===== src/rtl/rcu_pll_ctrl.sv =====
// PLL reconfiguration sequencer: gates sys_clk, bypasses and resets the PLL, waits for a
// stable relock and ungates again, falling back to bypass on lock timeout.
module rcu_pll_ctrl #(
    parameter int SETTLE_CYC   = 8,
    parameter int RST_CYC      = 16,
    parameter int LOCK_STABLE  = 4,
    parameter int LOCK_TIMEOUT = 4096
) (
    input  logic       clk_i,
    input  logic       rst_n_i,
    input  logic       cfg_valid_i,
    output logic       cfg_ready_o,
    input  logic [2:0] cfg_i,
    input  logic       pll_lock_i,
    output logic [2:0] pll_cfg_o,
    output logic       pll_bp_o,
    output logic       pll_rst_n_o,
    output logic       clk_gate_o,
    output logic [2:0] cur_cfg_o,
    output logic       busy_o,
    output logic       done_o,
    output logic       err_o,
    output logic       lol_o,
    input  logic       err_clr_i,
    output logic [2:0] state_o
);

    localparam int MAX_A   = (SETTLE_CYC > RST_CYC) ? SETTLE_CYC : RST_CYC;
    localparam int MAX_CYC = (MAX_A > LOCK_TIMEOUT) ? MAX_A : LOCK_TIMEOUT;
    localparam int CW      = $clog2(MAX_CYC);
    localparam int SW      = $clog2(LOCK_STABLE + 1);

    localparam logic [CW-1:0] SETTLE_LAST  = CW'(SETTLE_CYC - 1);
    localparam logic [CW-1:0] RST_LAST     = CW'(RST_CYC - 1);
    localparam logic [CW-1:0] TIMEOUT_LAST = CW'(LOCK_TIMEOUT - 1);
    localparam logic [SW-1:0] STABLE_DONE  = SW'(LOCK_STABLE);

    typedef enum logic [2:0] {
        S_IDLE, S_GATE, S_BYPASS, S_PRST, S_RELOCK, S_UNBYP, S_UNGATE, S_FAIL
    } state_t;

    state_t        state, state_n;
    logic [CW-1:0] cnt, cnt_n;
    logic [SW-1:0] stable, stable_n, stable_inc;
    logic [2:0]    pend_cfg, pend_n;
    logic          lock_s1, lock_sync;
    logic          xfer;
    logic          err_set, lol_set;
    logic [2:0]    pll_cfg_n, cur_n;
    logic          bp_n, prst_n_n, gate_n, done_n, err_n, lol_n;

    // Handshake: a request transfers on a clock edge where cfg_valid_i && cfg_ready_o;
    // cfg_ready_o is high only in IDLE, so a request made while busy waits with its
    // cfg_i held until the sequence finishes.
    assign xfer       = cfg_valid_i && cfg_ready_o;
    assign stable_inc = lock_sync ? stable + SW'(1) : '0;
    assign state_o    = state;

    always_comb begin
        state_n   = state;
        stable_n  = stable;
        pend_n    = pend_cfg;
        pll_cfg_n = pll_cfg_o;
        cur_n     = cur_cfg_o;
        bp_n      = pll_bp_o;
        prst_n_n  = pll_rst_n_o;
        gate_n    = clk_gate_o;
        done_n    = 1'b0;
        err_set   = 1'b0;
        case (state)
            S_IDLE: begin
                if (xfer) begin
                    state_n = S_GATE;
                    pend_n  = cfg_i;
                    gate_n  = 1'b1;
                end
            end
            S_GATE: begin
                if (cnt == SETTLE_LAST) begin
                    state_n   = S_BYPASS;
                    bp_n      = 1'b1;
                    pll_cfg_n = pend_cfg;
                    prst_n_n  = 1'b0;
                end
            end
            S_BYPASS: begin
                if (cnt == SETTLE_LAST) begin
                    state_n = (pend_cfg[2:1] == 2'b00) ? S_UNGATE : S_PRST;
                end
            end
            S_PRST: begin
                if (cnt == RST_LAST) begin
                    state_n  = S_RELOCK;
                    prst_n_n = 1'b1;
                    stable_n = '0;
                end
            end
            S_RELOCK: begin
                stable_n = stable_inc;
                // Accepted lock takes priority over a timeout in the same cycle.
                if (stable_inc == STABLE_DONE) begin
                    state_n = S_UNBYP;
                    bp_n    = 1'b0;
                end else if (cnt == TIMEOUT_LAST) begin
                    state_n   = S_FAIL;
                    bp_n      = 1'b1;
                    prst_n_n  = 1'b0;
                    pll_cfg_n = 3'b000;
                end
            end
            S_UNBYP: begin
                if (cnt == SETTLE_LAST) state_n = S_UNGATE;
            end
            S_UNGATE: begin
                state_n = S_IDLE;
                gate_n  = 1'b0;
                cur_n   = pend_cfg;
                done_n  = 1'b1;
            end
            S_FAIL: begin
                state_n = S_IDLE;
                gate_n  = 1'b0;
                cur_n   = 3'b000;
                err_set = 1'b1;
            end
            default: state_n = S_IDLE;
        endcase
        cnt_n   = (state_n != state || state == S_IDLE) ? '0 : cnt + CW'(1);
        lol_set = (state == S_IDLE) && (cur_cfg_o[2:1] != 2'b00) && !lock_sync;
        err_n   = err_set || (err_o && !err_clr_i);
        lol_n   = lol_set || (lol_o && !err_clr_i);
    end

    always_ff @(posedge clk_i or negedge rst_n_i) begin
        if (!rst_n_i) begin
            state       <= S_IDLE;
            cnt         <= '0;
            stable      <= '0;
            pend_cfg    <= 3'b000;
            lock_s1     <= 1'b0;
            lock_sync   <= 1'b0;
            pll_cfg_o   <= 3'b000;
            cur_cfg_o   <= 3'b000;
            pll_bp_o    <= 1'b1;
            pll_rst_n_o <= 1'b0;
            clk_gate_o  <= 1'b0;
            cfg_ready_o <= 1'b1;
            busy_o      <= 1'b0;
            done_o      <= 1'b0;
            err_o       <= 1'b0;
            lol_o       <= 1'b0;
        end else begin
            state       <= state_n;
            cnt         <= cnt_n;
            stable      <= stable_n;
            pend_cfg    <= pend_n;
            lock_s1     <= pll_lock_i;
            lock_sync   <= lock_s1;
            pll_cfg_o   <= pll_cfg_n;
            cur_cfg_o   <= cur_n;
            pll_bp_o    <= bp_n;
            pll_rst_n_o <= prst_n_n;
            clk_gate_o  <= gate_n;
            cfg_ready_o <= (state_n == S_IDLE);
            busy_o      <= (state_n != S_IDLE);
            done_o      <= done_n;
            err_o       <= err_n;
            lol_o       <= lol_n;
        end
    end

endmodule


===== config.mk =====
export PLATFORM = sky130hd
export DESIGN_NAME = rcu_pll_ctrl
export DESIGN_NICKNAME = d
export VERILOG_FILES = /design/src/rtl/rcu_pll_ctrl.sv
export SDC_FILE = /design/constraint.sdc
export NUM_CORES = 1
export LEC_CHECK = 0
export ABC_AREA = 1
export CELL_PAD_IN_SITES_DETAIL_PLACEMENT = 1
export CELL_PAD_IN_SITES_GLOBAL_PLACEMENT = 2
export CORE_MARGIN = 2
export CORE_UTILIZATION = 37
export CTS_BUF_LIST = sky130_fd_sc_hd__clkbuf_4
export DETAILED_ROUTE_END_ITERATION = 10
export PLACE_DENSITY_LB_ADDON = 0.05
export SKIP_CTS_REPAIR_TIMING = 1
export SYNTH_ARGS = -nofsm -noshare
export SYNTH_HDL_FRONTEND = slang
export SYNTH_SLANG_ARGS = --single-unit

===== constraint.sdc =====
create_clock -name clk_i -period 3.2 [get_ports clk_i]
set_input_delay 0.32 -clock clk_i [delete_from_list [all_inputs] [get_ports clk_i]]
set_output_delay 0.32 -clock clk_i [all_outputs]
set_load 0.005 [all_outputs]

==> results_dict.tcl, run 1 <==
set metrics [dict create \
    synthFlopType "dfrtp_1" \
    grt_setup_unrepaired "false" \
    arrival_ps 2330 \
    grtUsageTotal_pct 17.7 \
    slowest_stage "dfrtp_1" \
    chipWidth_um 73.3 \
    gp_congestion 0.756 \
    ir_drop_mv 0.245 \
    synth_seq_cells 37 \
    cp.required_ps 3470 \
    r2r_end "cnt[11]" \
    drc 0 \
    port_buffers 24 \
    slew_violations 0 \
    path_cells "ha_1 > nand3_2 > inv_2 > nand2_1 > o21bai_1 > and2_1 > nor2_1 > nor2_1 > nor2_2 > nand2_2 > nor2_1" \
    numClockSinks 37 \
    drive_above_1_share_pct 15.5 \
    grt_max_degree 38 \
    path_common_cell "nor2_1" \
    hp-class "primary input to async pin" \
    hpwl_um 3270 \
    fillers 558 \
    critPathMaxStageDelay_ps 420 \
    grt_pass1_wl_um 7160 \
    yosysMostFrequentCell "nand2_1" \
    io_pins 25 \
    synth_top_area_cell "dfrtp_1" \
    max_freq_mhz 485 \
    rr_worst_depth 11 \
    cp_num_cells 11 \
    antenna_found_initial 0 \
    htree_levels 2 \
    rows 25 \
    cts_tree "done" \
    core_mm2 0.00466 \
    synth_edf_count 0 \
    avgRoutedWirePerCell_um 14.8 \
    synth_warnings 0 \
    yosys-top-cells-count "nand2_1, dfrtp_1, nor2_1" \
    cp-end-kind "flip-flop" \
    avgSynthCellArea_um2 8.80 \
    fin_crit_sh_pct 64.5 \
    cp-start-kind "flip-flop" \
    relSlewSlack_pct 46.3 \
    synth_fp_nets 212 \
    antenna_cells 0 \
    cp-endpoint "cnt[11]" \
    synthTopCellsByArea "dfrtp_1, nand2_1, nor2_1, nor2_2, inv_1" \
    place_ws_ps 1150 \
    powerDensity_mw_per_mm2 732 \
    grt_pass1_vias 1503 \
    vias_per_cell 5.07 \
    fin_nets 242 \
    die_h_um 73.3 \
    wl_um 4240 \
    clk_latency_ps 350 \
    finalWorstSetupSlack_ps 1140 \
    antenna_left 0 \
    crit_type "flip-flop to flip-flop" \
    p_leak_nw 0.992 \
    synth_area_mm2 0.00178 \
    timing.final.crit_period_ps 2060 \
    multi_input_area_um2 758 \
    drv_cap 0 \
    outcome "finished, final reports clean" \
    async_flop_share_pct 100 \
    synthCells 202 \
    clock_skew_ps 8.87 \
    area_growth_pct 19.6 \
    ys_seq_area_share_pct 52.3 \
    holdWs_ps 57.8 \
    cts_buffers 5 \
    hold_viol 0 \
    r2r-start "cnt[0]" \
    total_power_mw 1.56 \
    grt_overflow 0 \
    critPathBufInv 1 \
    drtPass1Iterations 4 \
    start_util_pct 38.1 \
    die-area_mm2 0.00537 \
    cts.path.max_buffers 2 \
    path_max_fanout 12 \
    synth_cell_types 28 \
    yosysTopAreaCellShare_pct 49.3 \
    cts.clk_slew.worst_paths_ps 110 \
    cts-root-buf "clkbuf_4" \
    crit_start "cnt[0]" \
    vias 1456 \
    ff2ff_setup_slack_ps 1140 \
    critical_path.top_delay_family "simple AND/OR/NAND/NOR gates" \
    seq_area_um2 928 \
    fin_tns_setup_ps 0 \
    setup_viol_count_final 0 \
    drt_iter0_markers 57 \
    tightestPinTransition_ps 806 \
]
==> layout by cell type (no fill, tap or decap), types with 3 or more instances in the layout <==
cell type        synthesis  routed
o21ai_0                  9       9
xor2_1                   6       6
nor2_1                  25      25
nand3_1                 13      13
inv_1                   18      18
nand2_1                 40      40
inv_2                    3       3
a21oi_1                  3       3
xnor2_1                  3       3
dfrtp_1                 35      35
nand2_2                  5       5
clkbuf_4                 0       7
nor2_2                  14      14
clkdlybuf4s50_1          0      23
nand4_1                  7       7
==> metrics by stage <==
stage,instance area (um^2),utilization (%),std cells
finish,2120,45.6,287
global route,2120,45.6,287
CTS,2120,45.6,287
detailed placement,2070,44.4,279
global placement,2070,44.4,279
floorplan,1780,-,202
==> cells by family after synthesis <==
family	after synthesis	synth area share (%)
AND/OR/NAND/NOR	113	30.6
adder cells (fa/ha/maj)	2	1.41
buffers and inverters	22	5.07
flip-flops	37	52.3
AO/OA/AOI/OAI	19	6.20
XOR/XNOR	9	4.44
==> worst min path at each step <==
stage	from	endpoint	slack (ps)	depth (start not counted)
after floorplan	rst_n_i	busy_o	20	0
after global placement	lock_s1	lock_sync	330	0
after detailed placement	lock_s1	lock_sync	350	0
after CTS	rst_n_i	cnt[6]	90	1
after global routing	rst_n_i	busy_o	130	1
final	rst_n_i	stable[1]	60	1
==> layout make-up <==
cell class | count | area share, %
sequential | 37 | 43.7
clock buffer | 7 | 2.47
tap | 54 | 3.18
timing repair buffer | 24 | 11.1
clock inverter | 1 | 0.177
inverter | 21 | 3.71
multi-input combinational | 143 | 35.7
==> state kept, by name, indices dropped and copies added (netlist names) <==
signal       flops
cfg_ready_o      1
lol_o            1
cur_cfg_o        3
clk_gate_o       1
done_o           1
pll_bp_o         1
lock_sync        1
pll_cfg_o        3
state_o          3
busy_o           1
pend_cfg         3
err_o            1
stable           3
cnt             12
lock_s1          1
pll_rst_n_o      1
==> power by group <==
| part | switching [mW] | internal, mW |
|---|---|---|
| Clock | 0.154 | 0.101 |
| Sequential | 0.0793 | 0.587 |
| Combinational | 0.374 | 0.260 |
| Total | 0.607 | 0.949 |
==> metal layers <==
metal  up-vias  wire length, um  GRT usage [%]
met5         -                0              0
met3         6              114           3.43
li1        710                -              -
met2        22             2220           31.0
met1       718             1840           21.9
met4         0               68           6.06
Power figures use the tool's default switching activity.
==> inputs of run 2 (changes only) <==
--- a/config.mk
+++ b/config.mk
@@ -9,7 +9,7 @@
 export CELL_PAD_IN_SITES_DETAIL_PLACEMENT = 1
 export CELL_PAD_IN_SITES_GLOBAL_PLACEMENT = 2
 export CORE_MARGIN = 2
-export CORE_UTILIZATION = 37
+export CORE_UTILIZATION = 34
 export CTS_BUF_LIST = sky130_fd_sc_hd__clkbuf_4
 export DETAILED_ROUTE_END_ITERATION = 10
 export PLACE_DENSITY_LB_ADDON = 0.05
==> constraint.sdc (replaced) <==
create_clock -name clk_i -period 2.05 [get_ports clk_i]
set_input_delay 0.205 -clock clk_i [delete_from_list [all_inputs] [get_ports clk_i]]
set_output_delay 0.205 -clock clk_i [all_outputs]
set_load 0.005 [all_outputs]
==> results_dict.tcl, run 2 (synthesis gave the netlist of run 1 again) <==
set metrics [dict create \
    hpwl_um 3330 \
    die-area_mm2 0.00582 \
    grt_pass1_vias 1580 \
    gp_congestion 0.774 \
    holdWs_ps 292 \
    avgRoutedWirePerCell_um 14.2 \
    p_leak_nw 1.02 \
    area_growth_pct 25.4 \
    largest_reg_flops 12 \
    timing.final.crit_period_ps 1930 \
    tightestPinTransition_ps 822 \
    antenna_left 0 \
    drtPass1Iterations 4 \
    rows 26 \
    cts_tree "done" \
    fin_nets 247 \
    grtUsageTotal_pct 16.4 \
    final_area_mm2 0.00223 \
    arrival_ps 2210 \
    grt_max_degree 38 \
    largest_register "cnt" \
    drive_above_1_share_pct 18.9 \
    fillers 606 \
    final_cell_mix "nand2_1, dfrtp_1, nor2_1" \
    fin_tns_setup_ps 0 \
    grt_overflow 0 \
    vias_per_cell 4.71 \
    setup_viol_count_final 0 \
    placed_cell_area_mm2 0.00212 \
    cp.required_ps 2330 \
    antenna_found_initial 0 \
    die_h_um 76.3 \
    hold_viol 0 \
    cts.path.max_buffers 2 \
    wl_um 4370 \
    cts_buffers 5 \
    clock_skew_ps 18.2 \
    drc 0 \
    powerDensity_mw_per_mm2 1160 \
    seq_area_um2 931 \
    clk_latency_ps 350 \
    io_pins 25 \
    grt_pass1_wl_um 7550 \
    crit_type "flip-flop to flip-flop" \
    cp-start-kind "flip-flop" \
    max_freq_mhz 518 \
    htree_levels 2 \
    cts-root-buf "clkbuf_4" \
    layout_commonest_cell "nand2_1" \
    fin_crit_sh_pct 94.1 \
    cp-end-kind "flip-flop" \
    slew_violations 0 \
    ir_drop_mv 0.387 \
    drv_cap 0 \
    numClockSinks 37 \
    port_buffers 24 \
    path_max_fanout 12 \
    core_mm2 0.00507 \
    start_util_pct 35.0 \
    outcome "finished, final reports clean" \
    antenna_cells 0 \
    vias 1450 \
    relSlewSlack_pct 45.2 \
    hp-class "primary input to flip-flop" \
    drt_iter0_markers 19 \
    grt_setup_unrepaired "true" \
    utilization_pct 43.9 \
    multi_input_area_um2 772 \
    cts.clk_slew.worst_paths_ps 120 \
    chipWidth_um 76.3 \
]
[run 2: worst paths after layout]
check / from / end / slack (ps) / cells past startpoint
setup / recovery: stable[0] / cnt[11] / 120 / 11
hold / removal: pll_lock_i / lock_s1 / 290 / 1
setup reg to reg: stable[0] / cnt[11] / 120 / 11
hold reg to reg: lock_s1 / lock_sync / 370 / 0
max in group asynchronous: rst_n_i / cnt[8] / 1000 / 2
min in group asynchronous: rst_n_i / state_o[0] / 480 / 2
[run 2: per-layer routing]
metal	up-vias	track usage, %	wire length, um
met5	-	0	0
met4	0	5.09	25
met3	2	4.27	133
met2	20	28.7	2300
met1	707	19.8	1910
li1	721	-	-
[run 2: layout make-up]
type                    count  share of cell area (%)
clock inverters             3                    2.08
inverters                  21                    3.54
clock buffers               5                    1.68
well taps                  70                    3.93
multi-input cells         143                    34.6
repair buffers             29                    12.4
flip-flops and latches     37                    41.8
[run 2: through the flow]
stage	worst slack, ps	power (mW)	instances
floorplan	361	1.65	202
global placement	117	2.04	299
detailed placement	36.8	2.09	299
CTS	21.4	2.63	307
global route	-21.8	2.80	308
finish	120	2.59	308
[run 2: where the power goes]
group	switching [mW]	leakage [nW]	internal (mW)
registers	0.126	0.465	0.917
logic	0.601	0.518	0.427
clock network	0.266	0.0414	0.258
[run 2: worst max-delay path, stage by stage (launching register included)]
cell and delay (ps):
dfrtp_1 420, ha_1 300, nand2_1 80, nand2_1 50, nor2_1 150, nor2_1 70
and2_1 160, nor2_1 120, nor2_1 70, nor2_2 170, nand2_4 150, nor2_1 120
